==> src/rtl/sensor_requester.sv <==
// sensor_requester
//
// Host-end request initiator for the sensor link. An accepted start latches a request code
// and a device address and sends them as two bytes through a byte-level UART transmitter.
// The block then collects the two-byte reply (response code, then data) from a UART
// receiver. Every wait state is guarded by a cycle timeout.
//
// Optional feature: define SENSOR_REQUESTER_RETRY_EN to resend the request once after the
// first timeout of a transaction. With the macro undefined, the first timeout aborts.
//
// Parameters
//   TIMEOUT_CYCLES  maximum cycles spent in any wait state before aborting (minimum 2)
//
// Ports
//   clock           system clock, rising edge
//   reset           synchronous active-high reset
//   start           request strobe, sampled only while idle
//   request_code    request byte, latched on an accepted start
//   device_address  sensor address byte, latched on an accepted start
//   busy            high from the cycle after an accepted start until back in idle
//   tx_has_data     one-cycle strobe to the UART transmitter
//   tx_data         byte for the UART transmitter, held until its tx_done
//   tx_done         UART transmitter byte-complete pulse
//   rx_has_data     UART receiver byte-valid pulse
//   rx_data         UART receiver byte
//   response_code   first reply byte of the last completed transaction
//   response_data   second reply byte of the last completed transaction
//   response_valid  one-cycle pulse when both reply bytes have been captured
//   timed_out       one-cycle pulse when a transaction aborts

module sensor_requester #(
    parameter int unsigned TIMEOUT_CYCLES = 50_000_000
) (
    input  logic       clock,
    input  logic       reset,
    input  logic       start,
    input  logic [7:0] request_code,
    input  logic [7:0] device_address,
    output logic       busy,
    output logic       tx_has_data,
    output logic [7:0] tx_data,
    input  logic       tx_done,
    input  logic       rx_has_data,
    input  logic [7:0] rx_data,
    output logic [7:0] response_code,
    output logic [7:0] response_data,
    output logic       response_valid,
    output logic       timed_out
);

    localparam int unsigned CntW = (TIMEOUT_CYCLES > 2) ? $clog2(TIMEOUT_CYCLES) : 1;
    localparam logic [CntW-1:0] CntLast = CntW'(TIMEOUT_CYCLES - 1);

    typedef enum logic [2:0] {
        StIdle,
        StWaitCodeDone,
        StWaitAddrDone,
        StWaitResp0,
        StWaitResp1
    } state_e;

    state_e          state_q;
    logic [CntW-1:0] cnt_q;
    logic [7:0]      addr_q;
    logic [7:0]      resp0_q;
    logic            busy_q;
    logic            tx_has_data_q;
    logic [7:0]      tx_data_q;
    logic [7:0]      response_code_q;
    logic [7:0]      response_data_q;
    logic            response_valid_q;
    logic            timed_out_q;
`ifdef SENSOR_REQUESTER_RETRY_EN
    logic [7:0]      code_q;
    logic            retried_q;
`endif

    logic event_hit;
    logic expire;

    // An advancing event always beats the timeout terminal in the same cycle.
    always_comb begin
        event_hit = 1'b0;
        case (state_q)
            StWaitCodeDone, StWaitAddrDone: event_hit = tx_done;
            StWaitResp0, StWaitResp1:       event_hit = rx_has_data;
            default:                        event_hit = 1'b0;
        endcase
        expire = (state_q != StIdle) && !event_hit && (cnt_q == CntLast);
    end

    always_ff @(posedge clock) begin
        if (reset) begin
            state_q          <= StIdle;
            cnt_q            <= '0;
            addr_q           <= 8'h00;
            resp0_q          <= 8'h00;
            busy_q           <= 1'b0;
            tx_has_data_q    <= 1'b0;
            tx_data_q        <= 8'h00;
            response_code_q  <= 8'h00;
            response_data_q  <= 8'h00;
            response_valid_q <= 1'b0;
            timed_out_q      <= 1'b0;
`ifdef SENSOR_REQUESTER_RETRY_EN
            code_q           <= 8'h00;
            retried_q        <= 1'b0;
`endif
        end else begin
            tx_has_data_q    <= 1'b0;
            response_valid_q <= 1'b0;
            timed_out_q      <= 1'b0;

            if (expire) begin
                cnt_q <= '0;
`ifdef SENSOR_REQUESTER_RETRY_EN
                if (!retried_q) begin
                    // First stall of this transaction: replay both request bytes.
                    retried_q     <= 1'b1;
                    tx_data_q     <= code_q;
                    tx_has_data_q <= 1'b1;
                    state_q       <= StWaitCodeDone;
                end else begin
                    timed_out_q <= 1'b1;
                    busy_q      <= 1'b0;
                    state_q     <= StIdle;
                end
`else
                timed_out_q <= 1'b1;
                busy_q      <= 1'b0;
                state_q     <= StIdle;
`endif
            end else begin
                case (state_q)
                    StIdle: begin
                        cnt_q <= '0;
                        if (start) begin
                            addr_q        <= device_address;
                            tx_data_q     <= request_code;
                            tx_has_data_q <= 1'b1;
                            busy_q        <= 1'b1;
                            state_q       <= StWaitCodeDone;
`ifdef SENSOR_REQUESTER_RETRY_EN
                            code_q        <= request_code;
                            retried_q     <= 1'b0;
`endif
                        end
                    end
                    StWaitCodeDone: begin
                        if (tx_done) begin
                            cnt_q         <= '0;
                            tx_data_q     <= addr_q;
                            tx_has_data_q <= 1'b1;
                            state_q       <= StWaitAddrDone;
                        end else begin
                            cnt_q <= cnt_q + 1'b1;
                        end
                    end
                    StWaitAddrDone: begin
                        if (tx_done) begin
                            cnt_q   <= '0;
                            state_q <= StWaitResp0;
                        end else begin
                            cnt_q <= cnt_q + 1'b1;
                        end
                    end
                    StWaitResp0: begin
                        if (rx_has_data) begin
                            cnt_q   <= '0;
                            resp0_q <= rx_data;
                            state_q <= StWaitResp1;
                        end else begin
                            cnt_q <= cnt_q + 1'b1;
                        end
                    end
                    StWaitResp1: begin
                        if (rx_has_data) begin
                            cnt_q            <= '0;
                            response_code_q  <= resp0_q;
                            response_data_q  <= rx_data;
                            response_valid_q <= 1'b1;
                            busy_q           <= 1'b0;
                            state_q          <= StIdle;
                        end else begin
                            cnt_q <= cnt_q + 1'b1;
                        end
                    end
                    default: begin
                        cnt_q   <= '0;
                        busy_q  <= 1'b0;
                        state_q <= StIdle;
                    end
                endcase
            end
        end
    end

    assign busy           = busy_q;
    assign tx_has_data    = tx_has_data_q;
    assign tx_data        = tx_data_q;
    assign response_code  = response_code_q;
    assign response_data  = response_data_q;
    assign response_valid = response_valid_q;
    assign timed_out      = timed_out_q;

endmodule

==> config.mk <==
export PLATFORM = sky130hd
export DESIGN_NAME = sensor_requester
export DESIGN_NICKNAME = d
export VERILOG_FILES = /design/src/rtl/sensor_requester.sv
export SDC_FILE = /design/constraint.sdc
export NUM_CORES = 1
export LEC_CHECK = 0
export CELL_PAD_IN_SITES_DETAIL_PLACEMENT = 0
export CELL_PAD_IN_SITES_GLOBAL_PLACEMENT = 1
export CORE_UTILIZATION = 35
export DETAILED_ROUTE_END_ITERATION = 10
export HOLD_SLACK_MARGIN = 0.08
export PLACE_DENSITY = 0.8
export SYNTH_ARGS = -nofsm -noshare
export SYNTH_HDL_FRONTEND = slang
export SYNTH_SLANG_ARGS = --single-unit
==> constraint.sdc <==
create_clock -name clock -period 1.6 [get_ports clock]
set_input_delay 0.24 -clock clock [delete_from_list [all_inputs] [get_ports clock]]
set_output_delay 0.24 -clock clock [all_outputs]
set_load 0.005 [all_outputs]
==> run_results.csv <==
group,metric,value,unit
status,run_status,"finished, violations left",
status,violated_checks,"negative setup slack",
clocking,number_of_levels_the_h_tree_was_split_into,3,
floorplanning,floorplan.die_area,9330,µm²
global_route,number_of_antenna_violations_at_the_first_check_in_global_routing,0,
layout,fillerInstances,804,
sta,final_hold_viol_count,0,
clocking,cts_tree,"yes",
clocking,cts.sink_count,73,
synth,synth_edf_count,0,
critical_path,worst-path-max-fanout,8,
detailed_routing,drt.antenna.violating_nets,0,
sta,worst_slew_margin_rel,77.8,%
critical_path,worstSetupEndpointType,"flop",
global_route,grt_overflow_total,0,
placement,place.gp.congestion,0.771,
global_route,first_pass_grt_wire_length,12800,µm
sta,setup_total_negative_slack,-3500,ps
sta,final-setup-viol-count,32,
pwr,peakVddDrop,0.468,mV
sta,setup_repair_after_global_routing_missed_its_margin,"yes",
floorplanning,die_h,96.6,µm
sta,worstMarginPinSlew,333,ps
sta,slew_viol_final,0,
floorplanning,io_pins,57,
floorplanning,die_w,96.6,µm
detailed_routing,detailed_router_iteration_count_before_antenna_repair,4,
clocking,clk_pin_slew,80,ps
critical_path,r2r.worst_path.cells,8,
pwr,total_power,0.00376,W
floorplanning,initial_core_utilization,36.1,%
detailed_routing,drc_errors,0,
layout,post_route_cells_drive_above_1_share,23.9,%
critical_path,cp_data_required_time,1820,ps
detailed_routing,met3WireLength,274,µm
min_path,hold_path_depth,3,
global_route,grtUsageTotal,16.4,%
clocking,largest_buffer_count_on_any_clock_path,2,
synth,yosys_warnings,0,
pwr,power_per_cell_area,826,nW/µm²
detailed_routing,finalWirelength,7780,µm
placement,buffer_ports.inserted,56,
layout,antenna-diode-count,0,
detailed_routing,detail_route.vias_per_cell,5.08,
global_route,grt_start_max_net_pins,48,
pwr,cellLeakagePower,1.59,nW
synth,count_of_different_cell_masters_after_synthesis,40,
synth,synth_sequential_area_ratio,46.6,%
detailed_routing,route.met2.wl,3830,µm
critical_path,start_kind,"flop",
placement,detailedPlacementHpwl,5020,µm
synth,ys_ff_latch,73,
critical_path,data_arrival_time_of_the_critical_path,1950,ps
layout,number_of_cells_in_the_finished_layout_apart_from_fillers,572,
global_route,first_global_vias,2777,
min_path,worst_hold_path_type,"primary input to flop",
sta,max_clock_freq,0.580,GHz
sta,post-route-worst-setup-slack,-123,ps
detailed_routing,detail_route.iter0.violations,109,
synth,mappedNetlistArea,3130,µm²
detailed_routing,route.detailed.wl_per_inst,13.6,µm
layout,layout-area-overhead-vs-synth,45.5,%
clocking,cts_inserted_buffers,9,
clocking,clock-root-buffer,"sky130_fd_sc_hd__clkbuf_8",
synth,asyncSetResetFlopFracSynth,0,%
clocking,holdBufCountCts,0,
sta,hold_ws,445,ps
job,max_cap_viols,0,
floorplanning,fp.coreArea,8680,µm²
sta,period_minus_slack,1720,ps
detailed_routing,via_count,2904,
critical_path,criticalPathCategory,"flop to flop",
layout,nNetsFinal,490,
floorplanning,rows,34,
layout,multi_input_area,1580,µm²
placement,post-place-cells,548,
synth,number_of_instances_in_the_synthesized_netlist,357,
layout,sequential_cell_area,1480,µm²
detailed_routing,highest-signal-layer,"met4",
sta,timing.final.crit_share,108,%
synth,syn-mean-instance-area,8.78,µm²
clocking,clk_latency,340,ps
synth,synth.net_count,387,
detailed_routing,routedLengthMet1,3540,µm
sta,clock-skew-final,12.3,ps
synth,synth_top_flop_cell,"sky130_fd_sc_hd__dfxtp_1",
==> routing by layer <==
| metal | vias to the layer above | track usage, % |
|---|---|---|
| li1 | 1467 | - |
| met1 | 1365 | 20.7 |
| met2 | 58 | 26.8 |
| met3 | 14 | 4.41 |
| met4 | 0 | 6.08 |
| met5 | - | 0 |
==> synth_stat cells, types with 2 or more instances <==
cell / count / area, µm²
sky130_fd_sc_hd__a211oi_1: 14 / 105
sky130_fd_sc_hd__a211oi_2: 7 / 87.6
sky130_fd_sc_hd__a21oi_1: 34 / 170
sky130_fd_sc_hd__and2_1: 2 / 12.5
sky130_fd_sc_hd__and3_1: 4 / 25.0
sky130_fd_sc_hd__and4_1: 3 / 26.3
sky130_fd_sc_hd__buf_2: 9 / 45.0
sky130_fd_sc_hd__buf_4: 3 / 22.5
sky130_fd_sc_hd__buf_6: 4 / 45.0
sky130_fd_sc_hd__clkbuf_1: 10 / 37.5
sky130_fd_sc_hd__dfxtp_1: 73 / 1460
sky130_fd_sc_hd__inv_1: 4 / 15.0
sky130_fd_sc_hd__mux2i_1: 9 / 90.1
sky130_fd_sc_hd__nand2_1: 71 / 267
sky130_fd_sc_hd__nand2b_1: 2 / 12.5
sky130_fd_sc_hd__nand3_1: 11 / 55.1
sky130_fd_sc_hd__nand4_1: 6 / 37.5
sky130_fd_sc_hd__nor2_1: 14 / 52.6
sky130_fd_sc_hd__nor2b_1: 4 / 25.0
sky130_fd_sc_hd__nor3_1: 14 / 70.1
sky130_fd_sc_hd__nor3b_1: 2 / 15.0
sky130_fd_sc_hd__nor4_1: 2 / 12.5
sky130_fd_sc_hd__nor4b_1: 2 / 17.5
sky130_fd_sc_hd__o211ai_1: 2 / 15.0
sky130_fd_sc_hd__o21ai_0: 9 / 45.0
sky130_fd_sc_hd__o31ai_1: 7 / 52.6
sky130_fd_sc_hd__or3_1: 8 / 50.1
sky130_fd_sc_hd__or4_1: 6 / 45.0
sky130_fd_sc_hd__xnor2_1: 4 / 35.0
sky130_fd_sc_hd__xor2_1: 7 / 61.3
==> state kept, by name, indices dropped and copies added (netlist names) <==
signal,count
cnt_q,26
addr_q,8
resp0_q,8
response_code,8
response_data,8
tx_data,8
state_q,3
busy,1
response_valid,1
timed_out,1
tx_has_data,1
==> cell type report <==
class                      count  area share, %
tap                          108           2.96
clock buffer                   9           2.72
clock inverter                 6           1.32
multi-input combinational    254           34.6
timing repair buffer         118           25.7
sequential                    73           32.4
inverter                       4          0.329
==> critical path: stages (launching register included) <==
cell and delay [ps]:
sky130_fd_sc_hd__dfxtp_4 370, sky130_fd_sc_hd__ha_4 130, sky130_fd_sc_hd__and3_4 170, sky130_fd_sc_hd__buf_6 110, sky130_fd_sc_hd__o211ai_1 120, sky130_fd_sc_hd__a2111oi_4 300, sky130_fd_sc_hd__buf_6 190, sky130_fd_sc_hd__clkbuf_16 160
sky130_fd_sc_hd__nor3_1 50
==> layout by cell type (no fill, tap or decap), drive strengths merged, types with 6 or more instances in the layout <==
| master | instances |
|---|---|
| buf | 60 |
| a21oi | 34 |
| a211oi | 21 |
| nand2 | 71 |
| mux2i | 9 |
| nand4 | 7 |
| clkbuf | 11 |
| or4 | 6 |
| o31ai | 7 |
| dfxtp | 73 |
| nor2 | 14 |
| nand3 | 11 |
| or3 | 8 |
| nor3 | 15 |
| xor2 | 7 |
| clkdlybuf4s50 | 56 |
| o21ai | 9 |
==> stage by stage <==
step           utilization (%)  worst slack, ps  area, µm²
5_1_grt                   52.5             -210       4560
3_3_place_gp              48.2             -264       4180
3_5_place_dp              48.2             -316       4180
6_report                  52.5             -123       4560
4_1_cts                   51.2            -48.3       4440
2_1_floorplan                -             2.60       3170
==> kinds of logic (layout without fill, tap and decap cells) <==
group	after synthesis	in the layout	synth area share, %
muxes	9	9	2.88
DFF	73	73	46.6
AOI/OAI and AO/OA	77	77	16.9
xor gates and xnor gates	11	11	3.08
and+or+nand+nor	156	156	24.8
adders and majority gates	1	1	0.399
buffers and inverters	30	137	5.27
==> timing repair <==
action / 4_1_cts / 5_1_grt
resized for setup: 16 / 8
pin swaps: 8 / 9
setup endpoints to repair: 32 / 33
gates cloned: 0 / 3
buffers inserted: 3 / 3
==> worst paths after layout <==
kind	end	slack, ps	start
worst max-delay path	cnt_q[5]	-120	cnt_q[0]
worst min-delay path	addr_q[2]	440	device_address[2]
worst max register to register	cnt_q[5]	-120	cnt_q[0]
worst min register to register	response_data[4]	450	response_data[4]
==> power breakdown <==
group          total [W]  switching [W]  internal (W)  leakage, nW
clock            0.00138       0.000679      0.000703       0.0909
sequential       0.00191      0.0000366       0.00188        0.596
combinational   0.000471       0.000204      0.000267        0.904
(Power assumes the default switching activity.)
